==> src/rtl/i2c_eeprom_pkg.sv <==
// Shared types and constants for the I2C EEPROM target.
// Holds the protocol state encoding, ACK/NACK levels and the default 7-bit address.
package i2c_eeprom_pkg;

  localparam logic       ACK_BIT             = 1'b0;
  localparam logic       NACK_BIT            = 1'b1;
  localparam logic [6:0] DEFAULT_DEVICE_ADDR = 7'h50;

  typedef enum logic [3:0] {
    ST_IDLE,
    ST_DEV,
    ST_DEV_ACK,
    ST_AHI,
    ST_AHI_ACK,
    ST_ALO,
    ST_ALO_ACK,
    ST_WDAT,
    ST_WDAT_ACK,
    ST_RDAT,
    ST_RACK,
    ST_WAIT
  } state_t;

endpackage

==> src/rtl/i2c_eeprom_if.sv <==
// Pad-side I2C lines plus the fabric read port and write notification of the EEPROM target.
interface i2c_eeprom_if #(
  parameter int IDX_W = 7
);
  logic             scl_in;
  logic             sda_in;
  logic             sda_oe;
  logic [IDX_W-1:0] host_addr;
  logic [7:0]       host_rdata;
  logic             wr_strobe;
  logic [IDX_W-1:0] wr_addr;
  logic [7:0]       wr_data;
  logic             busy;

  modport slave (
    input  scl_in, sda_in, host_addr,
    output sda_oe, host_rdata, wr_strobe, wr_addr, wr_data, busy
  );

  modport master (
    output scl_in, sda_in, host_addr,
    input  sda_oe, host_rdata, wr_strobe, wr_addr, wr_data, busy
  );
endinterface

==> src/rtl/i2c_bus_sync.sv <==
// Synchronises and glitch-filters SCL/SDA, then derives registered edge and
// START/STOP pulses; reusable by any I2C block running on clk.
module i2c_bus_sync (
  input  logic clk,
  input  logic rst,
  input  logic scl_in,
  input  logic sda_in,
  output logic scl_rise,
  output logic scl_fall,
  output logic sda_f,
  output logic start,
  output logic stop
);

  logic [1:0] pad;
  logic [1:0] filt_vec;
  logic [1:0] next_vec;

  assign pad = {sda_in, scl_in};

  // Line 0 is SCL, line 1 is SDA; both idle high on an I2C bus.
  genvar gi;
  generate
    for (gi = 0; gi < 2; gi++) begin : g_line
      logic s1_reg, s2_reg, s3_reg, filt_reg;

      always_ff @(posedge clk or posedge rst) begin
        if (rst) begin
          s1_reg   <= 1'b1;
          s2_reg   <= 1'b1;
          s3_reg   <= 1'b1;
          filt_reg <= 1'b1;
        end else begin
          s1_reg <= pad[gi];
          s2_reg <= s1_reg;
          s3_reg <= s2_reg;
          if (s2_reg == s3_reg)
            filt_reg <= s2_reg;
        end
      end

      assign filt_vec[gi] = filt_reg;
      assign next_vec[gi] = (s2_reg == s3_reg) ? s2_reg : filt_reg;
    end
  endgenerate

  always_ff @(posedge clk or posedge rst) begin
    if (rst) begin
      scl_rise <= 1'b0;
      scl_fall <= 1'b0;
      start    <= 1'b0;
      stop     <= 1'b0;
    end else begin
      scl_rise <= ~filt_vec[0] &  next_vec[0];
      scl_fall <=  filt_vec[0] & ~next_vec[0];
      start    <=  filt_vec[0] &  next_vec[0] &  filt_vec[1] & ~next_vec[1];
      stop     <=  filt_vec[0] &  next_vec[0] & ~filt_vec[1] &  next_vec[1];
    end
  end

  assign sda_f = filt_vec[1];

endmodule

==> src/rtl/i2c_eeprom_target.sv <==
// I2C target emulating a 24LC-style EEPROM with 16-bit word addressing over an
// on-chip byte array, with a registered fabric read port and per-byte write notification.
module i2c_eeprom_target
  import i2c_eeprom_pkg::*;
#(
  parameter logic [6:0] DEVICE_ADDR = DEFAULT_DEVICE_ADDR,
  parameter int         MEM_SIZE    = 'h80,
  parameter int         IDX_W       = $clog2(MEM_SIZE)
) (
  input  logic         clk,
  input  logic         rst,
  i2c_eeprom_if.slave  bus
);

  logic scl_rise, scl_fall, sda_f, start, stop;

  i2c_bus_sync u_sync (
    .clk      (clk),
    .rst      (rst),
    .scl_in   (bus.scl_in),
    .sda_in   (bus.sda_in),
    .scl_rise (scl_rise),
    .scl_fall (scl_fall),
    .sda_f    (sda_f),
    .start    (start),
    .stop     (stop)
  );

  state_t           state_reg;
  logic [2:0]       bit_cnt_reg;
  logic [7:0]       shift_reg;
  logic [7:0]       addr_hi_reg;
  logic [15:0]      ptr_reg;
  logic             rw_reg;
  logic             load_pending_reg;
  logic             sda_oe_reg;
  logic             busy_reg;
  logic             wr_strobe_reg;
  logic [IDX_W-1:0] wr_addr_reg;
  logic [7:0]       wr_data_reg;
  logic [7:0]       host_rdata_reg;
  logic [7:0]       rd_byte_reg;

  logic [7:0] mem [MEM_SIZE] = '{default: 8'hFF};

  logic [7:0]       byte_in;
  logic             byte_done;
  logic [IDX_W-1:0] ptr_idx;

  assign byte_in   = {shift_reg[6:0], sda_f};
  assign byte_done = (bit_cnt_reg == 3'd7);
  assign ptr_idx   = ptr_reg[IDX_W-1:0];

  always_ff @(posedge clk or posedge rst) begin
    if (rst) begin
      state_reg        <= ST_IDLE;
      bit_cnt_reg      <= '0;
      shift_reg        <= '0;
      addr_hi_reg      <= '0;
      ptr_reg          <= '0;
      rw_reg           <= 1'b0;
      load_pending_reg <= 1'b0;
      sda_oe_reg       <= 1'b0;
      busy_reg         <= 1'b0;
      wr_strobe_reg    <= 1'b0;
      wr_addr_reg      <= '0;
      wr_data_reg      <= '0;
    end else begin
      wr_strobe_reg <= 1'b0;
      if (start) begin
        state_reg        <= ST_DEV;
        bit_cnt_reg      <= '0;
        sda_oe_reg       <= 1'b0;
        load_pending_reg <= 1'b0;
      end else if (stop) begin
        state_reg  <= ST_IDLE;
        sda_oe_reg <= 1'b0;
        busy_reg   <= 1'b0;
      end else if (scl_rise) begin
        case (state_reg)
          ST_DEV, ST_AHI, ST_ALO, ST_WDAT: begin
            shift_reg   <= byte_in;
            bit_cnt_reg <= bit_cnt_reg + 3'd1;
            if (byte_done) begin
              case (state_reg)
                ST_DEV: begin
                  if (byte_in[7:1] == DEVICE_ADDR) begin
                    state_reg <= ST_DEV_ACK;
                    rw_reg    <= byte_in[0];
                    busy_reg  <= 1'b1;
                  end else begin
                    state_reg <= ST_WAIT;
                    busy_reg  <= 1'b0;
                  end
                end
                ST_AHI: begin
                  addr_hi_reg <= byte_in;
                  state_reg   <= ST_AHI_ACK;
                end
                ST_ALO: begin
                  ptr_reg   <= {addr_hi_reg, byte_in};
                  state_reg <= ST_ALO_ACK;
                end
                default: begin
                  wr_strobe_reg <= 1'b1;
                  wr_addr_reg   <= ptr_idx;
                  wr_data_reg   <= byte_in;
                  ptr_reg       <= ptr_reg + 16'd1;
                  state_reg     <= ST_WDAT_ACK;
                end
              endcase
            end
          end
          ST_RDAT: begin
            bit_cnt_reg <= bit_cnt_reg + 3'd1;
            if (byte_done)
              state_reg <= ST_RACK;
          end
          ST_RACK: begin
            // The pointer advances past every byte sent, acknowledged or not.
            ptr_reg <= ptr_reg + 16'd1;
            if (sda_f == ACK_BIT) begin
              state_reg        <= ST_RDAT;
              bit_cnt_reg      <= '0;
              load_pending_reg <= 1'b1;
            end else begin
              state_reg <= ST_WAIT;
            end
          end
          default: ;
        endcase
      end else if (scl_fall) begin
        case (state_reg)
          // First fall in an ACK state pulls SDA low; the second ends the ACK bit.
          ST_DEV_ACK, ST_AHI_ACK, ST_ALO_ACK, ST_WDAT_ACK: begin
            if (!sda_oe_reg) begin
              sda_oe_reg <= 1'b1;
            end else begin
              sda_oe_reg <= 1'b0;
              case (state_reg)
                ST_DEV_ACK: begin
                  if (rw_reg) begin
                    state_reg   <= ST_RDAT;
                    bit_cnt_reg <= '0;
                    sda_oe_reg  <= ~rd_byte_reg[7];
                    shift_reg   <= {rd_byte_reg[6:0], 1'b1};
                  end else begin
                    state_reg <= ST_AHI;
                  end
                end
                ST_AHI_ACK: state_reg <= ST_ALO;
                default:    state_reg <= ST_WDAT;
              endcase
            end
          end
          ST_RDAT: begin
            if (load_pending_reg) begin
              load_pending_reg <= 1'b0;
              sda_oe_reg       <= ~rd_byte_reg[7];
              shift_reg        <= {rd_byte_reg[6:0], 1'b1};
            end else begin
              sda_oe_reg <= ~shift_reg[7];
              shift_reg  <= {shift_reg[6:0], 1'b1};
            end
          end
          ST_RACK: sda_oe_reg <= 1'b0;
          default: ;
        endcase
      end
    end
  end

  // The array is deliberately outside reset so configuration survives rst.
  always_ff @(posedge clk) begin
    if (wr_strobe_reg)
      mem[wr_addr_reg] <= wr_data_reg;
    rd_byte_reg <= mem[ptr_idx];
  end

  always_ff @(posedge clk or posedge rst) begin
    if (rst)
      host_rdata_reg <= '0;
    else
      host_rdata_reg <= mem[bus.host_addr];
  end

  assign bus.sda_oe     = sda_oe_reg;
  assign bus.busy       = busy_reg;
  assign bus.wr_strobe  = wr_strobe_reg;
  assign bus.wr_addr    = wr_addr_reg;
  assign bus.wr_data    = wr_data_reg;
  assign bus.host_rdata = host_rdata_reg;

endmodule

==> src/flat_wrapper.sv <==
// flat-port wrapper written by rule: the top's interface ports become plain ports
module i2c_eeprom_target_flat import i2c_eeprom_pkg::*;
#(
  parameter logic [6:0] DEVICE_ADDR = DEFAULT_DEVICE_ADDR,
  parameter int         MEM_SIZE    = 'h80,
  parameter int         IDX_W       = $clog2(MEM_SIZE)
)
  (clk, rst, bus_scl_in, bus_sda_in, bus_host_addr, bus_sda_oe, bus_host_rdata, bus_wr_strobe, bus_wr_addr, bus_wr_data, bus_busy);
  i2c_eeprom_if #(.IDX_W(IDX_W)) bus_i ();
  input  logic clk;
  input  logic rst;
  input wire logic [$bits(bus_i.scl_in)-1:0] bus_scl_in;
  input wire logic [$bits(bus_i.sda_in)-1:0] bus_sda_in;
  input wire logic [$bits(bus_i.host_addr)-1:0] bus_host_addr;
  output wire logic [$bits(bus_i.sda_oe)-1:0] bus_sda_oe;
  output wire logic [$bits(bus_i.host_rdata)-1:0] bus_host_rdata;
  output wire logic [$bits(bus_i.wr_strobe)-1:0] bus_wr_strobe;
  output wire logic [$bits(bus_i.wr_addr)-1:0] bus_wr_addr;
  output wire logic [$bits(bus_i.wr_data)-1:0] bus_wr_data;
  output wire logic [$bits(bus_i.busy)-1:0] bus_busy;
  assign bus_i.scl_in = bus_scl_in;
  assign bus_i.sda_in = bus_sda_in;
  assign bus_i.host_addr = bus_host_addr;
  assign bus_sda_oe = bus_i.sda_oe;
  assign bus_host_rdata = bus_i.host_rdata;
  assign bus_wr_strobe = bus_i.wr_strobe;
  assign bus_wr_addr = bus_i.wr_addr;
  assign bus_wr_data = bus_i.wr_data;
  assign bus_busy = bus_i.busy;
  i2c_eeprom_target #(.DEVICE_ADDR(DEVICE_ADDR), .MEM_SIZE(MEM_SIZE), .IDX_W(IDX_W)) u_core (.clk(clk), .rst(rst), .bus(bus_i));
endmodule
==> config.mk <==
export PLATFORM = sky130hd
export DESIGN_NAME = i2c_eeprom_target_flat
export DESIGN_NICKNAME = d
export VERILOG_FILES = /design/src/rtl/i2c_eeprom_pkg.sv /design/src/rtl/i2c_eeprom_if.sv /design/src/rtl/i2c_bus_sync.sv /design/src/rtl/i2c_eeprom_target.sv /design/src/flat_wrapper.sv
export SDC_FILE = /design/constraint.sdc
export NUM_CORES = 1
export LEC_CHECK = 0
export CAP_MARGIN = 15
export CORE_MARGIN = 2
export CORE_UTILIZATION = 58
export DETAILED_ROUTE_END_ITERATION = 6
export GPL_TIMING_DRIVEN = 1
export PLACE_DENSITY = 0.74
export SETUP_SLACK_MARGIN = 0.3
export SYNTH_ARGS = -nofsm -noshare
export SYNTH_HDL_FRONTEND = slang
export SYNTH_SLANG_ARGS = --single-unit
==> constraint.sdc <==
create_clock -name clk -period 3.2 [get_ports clk]
set_clock_uncertainty 0.2 [all_clocks]
set_input_delay 0.48 -clock clk [delete_from_list [all_inputs] [get_ports clk]]
set_output_delay 0.48 -clock clk [all_outputs]
set_load 0.02 [all_outputs]
==> results of run 1 <==
[synth_stat cells, types with 9 or more instances]
cell      number  share of area (%)
mux4_2       466                 21
nand2_1       44               0.33
a21oi_1       51               0.50
edfxtp_1    1024                 61
a21boi_0      10               0.15
buf_4         17               0.25
dfrtp_1       54                2.7
buf_1         33               0.24
nand3_1       17               0.17
o221ai_1       9               0.16
nor2b_1       15               0.19
buf_2         62               0.61
nor3_1        57               0.56
o22ai_1      107                1.3
mux2i_1      233                4.6
nor4_1         9               0.11
nor2_1       154                1.1
clkbuf_1     100               0.74
o21ai_0       19               0.19
a22oi_1      110                1.6
mux2_2        31               0.69
[path summary, 6_finish.rpt]
check                      cells after the start                                       end  slack, ps                                      from
hold reg to reg                                0  u_core.u_sync.g_line[1].s2_reg$_DFF_PP1_        160  u_core.u_sync.g_line[1].s1_reg$_DFF_PP1_
min in group clk                               1  u_core.u_sync.g_line[0].s1_reg$_DFF_PP1_         70                                bus_scl_in
setup / recovery                               8             u_core.rd_byte_reg[5]$_DFF_P_        360             u_core.ptr_reg[0]$_DFFE_PP0P_
setup reg to reg                               8             u_core.rd_byte_reg[5]$_DFF_P_        360             u_core.ptr_reg[0]$_DFFE_PP0P_
max in group asynchronous                      3         u_core.bus.wr_data[7]$_DFFE_PP0P_       2380                                       rst
hold / removal                                 3             u_core.bus.sda_oe$_DFFE_PP0P_         20                                       rst
[logic make-up after synthesis]
kind of cell             count (synthesis)  synth area share (%)
flip-flops                            1094                  64.2
AND/OR/NAND/NOR                        338                  3.08
AO/OA/AOI/OAI                          345                  4.59
XOR/XNOR                                 1                0.0173
buffers and inverters                  224                  2.00
multiplexers                           730                  26.0
adder cells (fa/ha/maj)                  4                0.0940
[cell type report]
type | count | area, µm²
Clock buffer | 145 | 3200
Sequential cell | 1094 | 32500
Inverter | 8 | 30.0
Tap cell | 1155 | 1450
Timing Repair Buffer | 352 | 3490
Fill cell | 5540 | 28000
Clock inverter | 67 | 767
Multi-Input combinational cell | 1418 | 17200
Antenna cell | 1 | 2.50
[worst max-delay path: stages (launching register included)]
cell and delay [ps]:
dfrtp_4 550, buf_12 260, buf_4 180, mux4_2 510, a22oi_1 310, a21oi_1 160, o221ai_1 230, buf_4 180
o21ai_0 100
[per-layer routing]
layer / track usage (%) / routed length (µm)
met5: 0 / 13
met4: 12.6 / 6330
met3: 8.49 / 18200
met2: 51.0 / 69800
met1: 47.4 / 55400
[repair_timing]
action                     in CTS  in global routing
hold buffers                    1                  0
hold endpoints to repair        1                  0
setup buffers                   1                  3
gates cloned                    2                  2
setup endpoints to repair       6                  9
resized for setup               6                 14
pin swaps                       0                  0
[power by group through the flow]
| stage | Clock [mW] | Sequential, mW | Combinational [mW] |
|---|---|---|---|
| 2_1_floorplan | 0 | 15.9 | 1.38 |
| 3_3_place_gp | 0 | 16.0 | 1.86 |
| 3_5_place_dp | 0 | 16.0 | 1.88 |
| 4_1_cts | 14.0 | 15.7 | 1.93 |
| 5_1_grt | 14.6 | 15.7 | 2.09 |
| 6_report | 13.9 | 15.8 | 1.98 |
==> run_results.csv, run 1 <==
group,metric,value,unit
power_and_ir_drop,p_total,31.7,mW
yosys,synth_edf_count,1024,
setup_path,crit_type,"reg -> reg",
placement,place_inst,4018,
power_and_ir_drop,p_seq_share,49.7,%
power_and_ir_drop,p_comb_share,6.2,%
timing,fin_crit_sh,88.8,%
routing,first_iter_violations,4662,
yosys,synth-seq-area-share,64.2,%
yosys,synthArstFlopShare,5.67,%
power_and_ir_drop,p_int,24.8,mW
timing,fin_ws,357,ps
routing,wl_per_cell,35.3,µm
clock_network,cts_htree_levels,3,
finish,drive_gt1_share,33.5,%
power_and_ir_drop,p_switching,6.87,mW
yosys,synth_seq_cells,1094,
floorplan,dieArea,89600,µm²
finish,layout_common_cells,"1024 x edfxtp_1, 466 x mux4_2, 260 x buf_4",
yosys,syn_area,50600,µm²
clock_network,cts.sink_count,1094,
setup_path,crit_path_max_fanout,26,
finish,final_area,58600,µm²
floorplan,coreArea,86600,µm²
placement,dp_slack,-125,ps
placement,port_buffers,36,
routing,via_per_inst,7.29,
yosys,ys_warn_count,0,
clock_network,clkSlewWorstSetupHoldPaths,60,ps
timing,drv_slew,0,
finish,stdcell_count,4240,
run,max_cap_viol_count,0,
power_and_ir_drop,p_sw_share,21.7,%
yosys,syn_area_per_cell,18.5,µm²
setup_path,cp-start-kind,"register",
timing,final_hold_viol_count,0,
power_and_ir_drop,power_density,540,nW/µm²
yosys,ys_types,56,
setup_path,critical_path_required,3530,ps
setup_path,worst_setup_path_end_kind,"register",
floorplan,io_pins,37,
routing,drt-total-wl,150000,µm
power_and_ir_drop,clockPowerShare,44.0,%
clock_network,ctsLongestPathBuffers,3,
clock_network,cts_tree,"built",
timing,tns,0,ps
floorplan,start_util,58.4,%
timing,max_slew.worst_pin.slew,1060,ps
clock_network,clock_latency,690,ps
setup_path,worst-endpoint-arrival,3170,ps
timing,whs,15.2,ps
finish,top_register,"u_core.mem",
yosys,syn_inst,2736,
finish,largest_reg_flops,1024,
timing,clock.fmax,352,MHz
global_route,grt_max_degree,130,
clock_network,cts-root-buf,"clkbuf_16",
floorplan,rows,108,
finish,post-route-util,67.7,%
global_route,grt_pass1_vias,30500,
floorplan,die_h,299,µm
power_and_ir_drop,p_leak,15.6,nW
global_route,grt_usage,33.4,%
power_and_ir_drop,vdd_drop_max,0.451,mV
timing,setup_viol,0,
placement,globalplace.congestion,0.974,
yosys,ys.flop_type,"edfxtp_1",
timing,slew_headroom,29.2,%
routing,dr.pass1.iters,5,
clock_network,numCtsBuffers,114,
placement,place_area,54400,µm²
routing,routed-via-count,30900,
routing,ant_nets,0,
global_route,grt_pass1_wl,214000,µm
routing,drc,0,
yosys,synthesis.nets,2750,
floorplan,die_x,299,µm
min_path,min_path_type,"in -> async",
global_route,overflow,0,
finish,final_common_cell,"edfxtp_1",
timing,rsz0062_at_grt,"true",
global_route,antenna_found_initial,3,
run_status,status,"completed",
placement,dpl.hpwl,96400,µm
finish,syn_to_final_growth,15.8,%
timing,min_period,2840,ps
finish,nets,3002,
Power figures use the tool's default switching activity.
==> inputs of run 2 (changes only) <==
- CORE_UTILIZATION: 58 -> 60
- PLACE_DENSITY: 0.74 -> 0.76
- TNS_END_PERCENT: not set -> 30
==> run_results.csv, run 2 (same netlist as run 1, synthesis figures left out) <==
group,metric,value,unit
run_status,status,"completed",
routing,drc,0,
finish,layout_common_cells,"1024 x edfxtp_1, 466 x mux4_2, 256 x buf_4",
placement,port_buffers,36,
global_route,grt_usage,34.0,%
global_route,antenna_found_initial,3,
finish,drive_gt1_share,32.8,%
power_and_ir_drop,power_density,530,nW/µm²
min_path,min_path_type,"in -> reg",
setup_path,reg2regPathDepth,8,
finish,syn_to_final_growth,14.5,%
floorplan,io_pins,37,
global_route,overflow,0,
power_and_ir_drop,vdd_drop_max,0.756,mV
setup_path,crit_path_cell_trace,"or2_2 -> buf_4 -> o22ai_1 -> nor3_1 -> buf_4 -> nor3_2 -> o22ai_1 -> o21ai_0",
routing,dr.pass1.iters,6,
clock_network,ctsLongestPathBuffers,3,
finish,top_register,"u_core.mem",
placement,globalplace.congestion,0.914,
routing,wl_per_cell,34.9,µm
clock_network,cts-root-buf,"clkbuf_16",
setup_path,crit_type,"reg -> reg",
clock_network,cts_htree_levels,3,
global_route,grt_pass1_vias,30100,
run,max_cap_viol_count,0,
routing,routed-via-count,30700,
setup_path,crit_path_max_fanout,17,
setup_path,worst-endpoint-arrival,3220,ps
timing,rsz0062_at_grt,"true",
clock_network,numCtsBuffers,110,
setup_path,critPathSlowestCell,"dfrtp_4",
routing,via_per_inst,7.42,
routing,first_iter_violations,4868,
timing,min_period,2920,ps
timing,drv_slew,0,
routing,ant_nets,0,
timing,final_hold_viol_count,0,
clock_network,clock_latency,690,ps
floorplan,coreArea,83600,µm²
power_and_ir_drop,p_leak,15.3,nW
clock_network,clkSlewWorstSetupHoldPaths,70,ps
finish,num_antenna_cells,0,
global_route,grt_max_degree,130,
timing,slew_headroom,43.1,%
finish,final_area,57900,µm²
finish,nets,2983,
finish,final_common_cell,"edfxtp_1",
clock_network,post_cts_buffers,0,
timing,fin_ws,282,ps
setup_path,worst_setup_path_end_kind,"register",
routing,drt-total-wl,145000,µm
global_route,grt_pass1_wl,210000,µm
floorplan,die_h,294,µm
timing,fin_crit_sh,91.2,%
placement,dpl.hpwl,97400,µm
clock_network,cts.sink_count,1094,
placement,place_area,54200,µm²
setup_path,critPathMaxStageDelay,670,ps
timing,setup_viol,0,
placement,dp_slack,17.2,ps
timing,clock.fmax,343,MHz
setup_path,cp-start-kind,"register",
setup_path,critical_path_required,3500,ps
timing,max_slew.worst_pin.slew,853,ps
floorplan,dieArea,86700,µm²
finish,largest_reg_flops,1024,
timing,tns,0,ps
floorplan,start_util,60.6,%
clock_network,cts_tree,"built",
min_path,holdPathStages,1,
floorplan,die_x,294,µm
floorplan,rows,106,
## run 2: cell count changes in the layout (fill, tap and decap cells not counted), moves of 4 or more
cell | previous run | this run
clkbuf_16 | 123 | 117
buf_16 | 6 | 1
buf_4 | 260 | 256
bufinv_16 | 17 | 10
clkbuf_1 | 16 | 20
buf_6 | 4 | 0
## run 2: what timing repair did
| action | 4_1_cts | 5_1_grt |
|---|---|---|
| endpoints found under the hold margin | 4 | 0 |
| resized for setup | 3 | 1 |
| endpoints found under the setup margin | 3 | 6 |
| cloned | 1 | 0 |
| hold buffers | 1 | 0 |
## run 2: through the flow
step / instances / hold slack, ps / total power [mW] / utilization [%]
detailed placement: 3935 / 147 / 17.9 / 64.8
global placement: 3935 / 149 / 17.9 / 64.8
global route: 4145 / 34.4 / 31.5 / 69.4
CTS: 4145 / 13.6 / 30.8 / 69.3
finish: 4145 / 48.4 / 30.7 / 69.4
floorplan: 2736 / 145 / 17.3 / -
## run 2: where the power goes
part           internal (mW)  switching (mW)  total, mW  leakage [nW]
logic                  0.834            1.04       1.88          5.60
clock network           7.59            5.51       13.1          1.80
registers               15.5           0.238       15.8          7.90
## run 2: final cells by class
| class | count | area [µm²] |
|---|---|---|
| timing repair buffer | 337 | 3220 |
| multi-input combinational | 1418 | 17100 |
| clock buffer | 142 | 3070 |
| clock inverter | 66 | 624 |
| tap | 1080 | 1350 |
| inverter | 8 | 30.0 |
| fill | 5142 | 25600 |
| sequential | 1094 | 32500 |
## run 2: critical path, delay by kind of cell, from the launching register on
kind                   cells  cell delay (ps)
flip-flops                 1              670
AND/OR/NAND/NOR            3              890
AO/OA/AOI/OAI              3              400
buffers and inverters      2              570
## run 2: path summary, 6_finish.rpt
kind	startpoint	endpoint	slack (ps)
max in group asynchronous	rst	u_core.bus.wr_data[4]$_DFFE_PP0P_	1510
worst max-delay path	u_core.ptr_reg[2]$_DFFE_PP0P_	u_core.rd_byte_reg[2]$_DFF_P_	280
worst max register to register	u_core.ptr_reg[2]$_DFFE_PP0P_	u_core.rd_byte_reg[2]$_DFF_P_	280
min in group asynchronous	rst	u_core.u_sync.scl_fall$_DFF_PP0_	560
worst min register to register	u_core.u_sync.g_line[1].s1_reg$_DFF_PP1_	u_core.u_sync.g_line[1].s2_reg$_DFF_PP1_	160
worst min-delay path	bus_scl_in	u_core.u_sync.g_line[0].s1_reg$_DFF_PP1_	50
## run 2: metal layers
layer  share of wire (%)  GRT usage (%)  up-vias
li1                    -              -    12100
met1                  36           48.0    15900
met2                  47           53.2     2327
met3                  13           7.25      354
met4                 4.4           12.4        6
met5               0.026              0        -
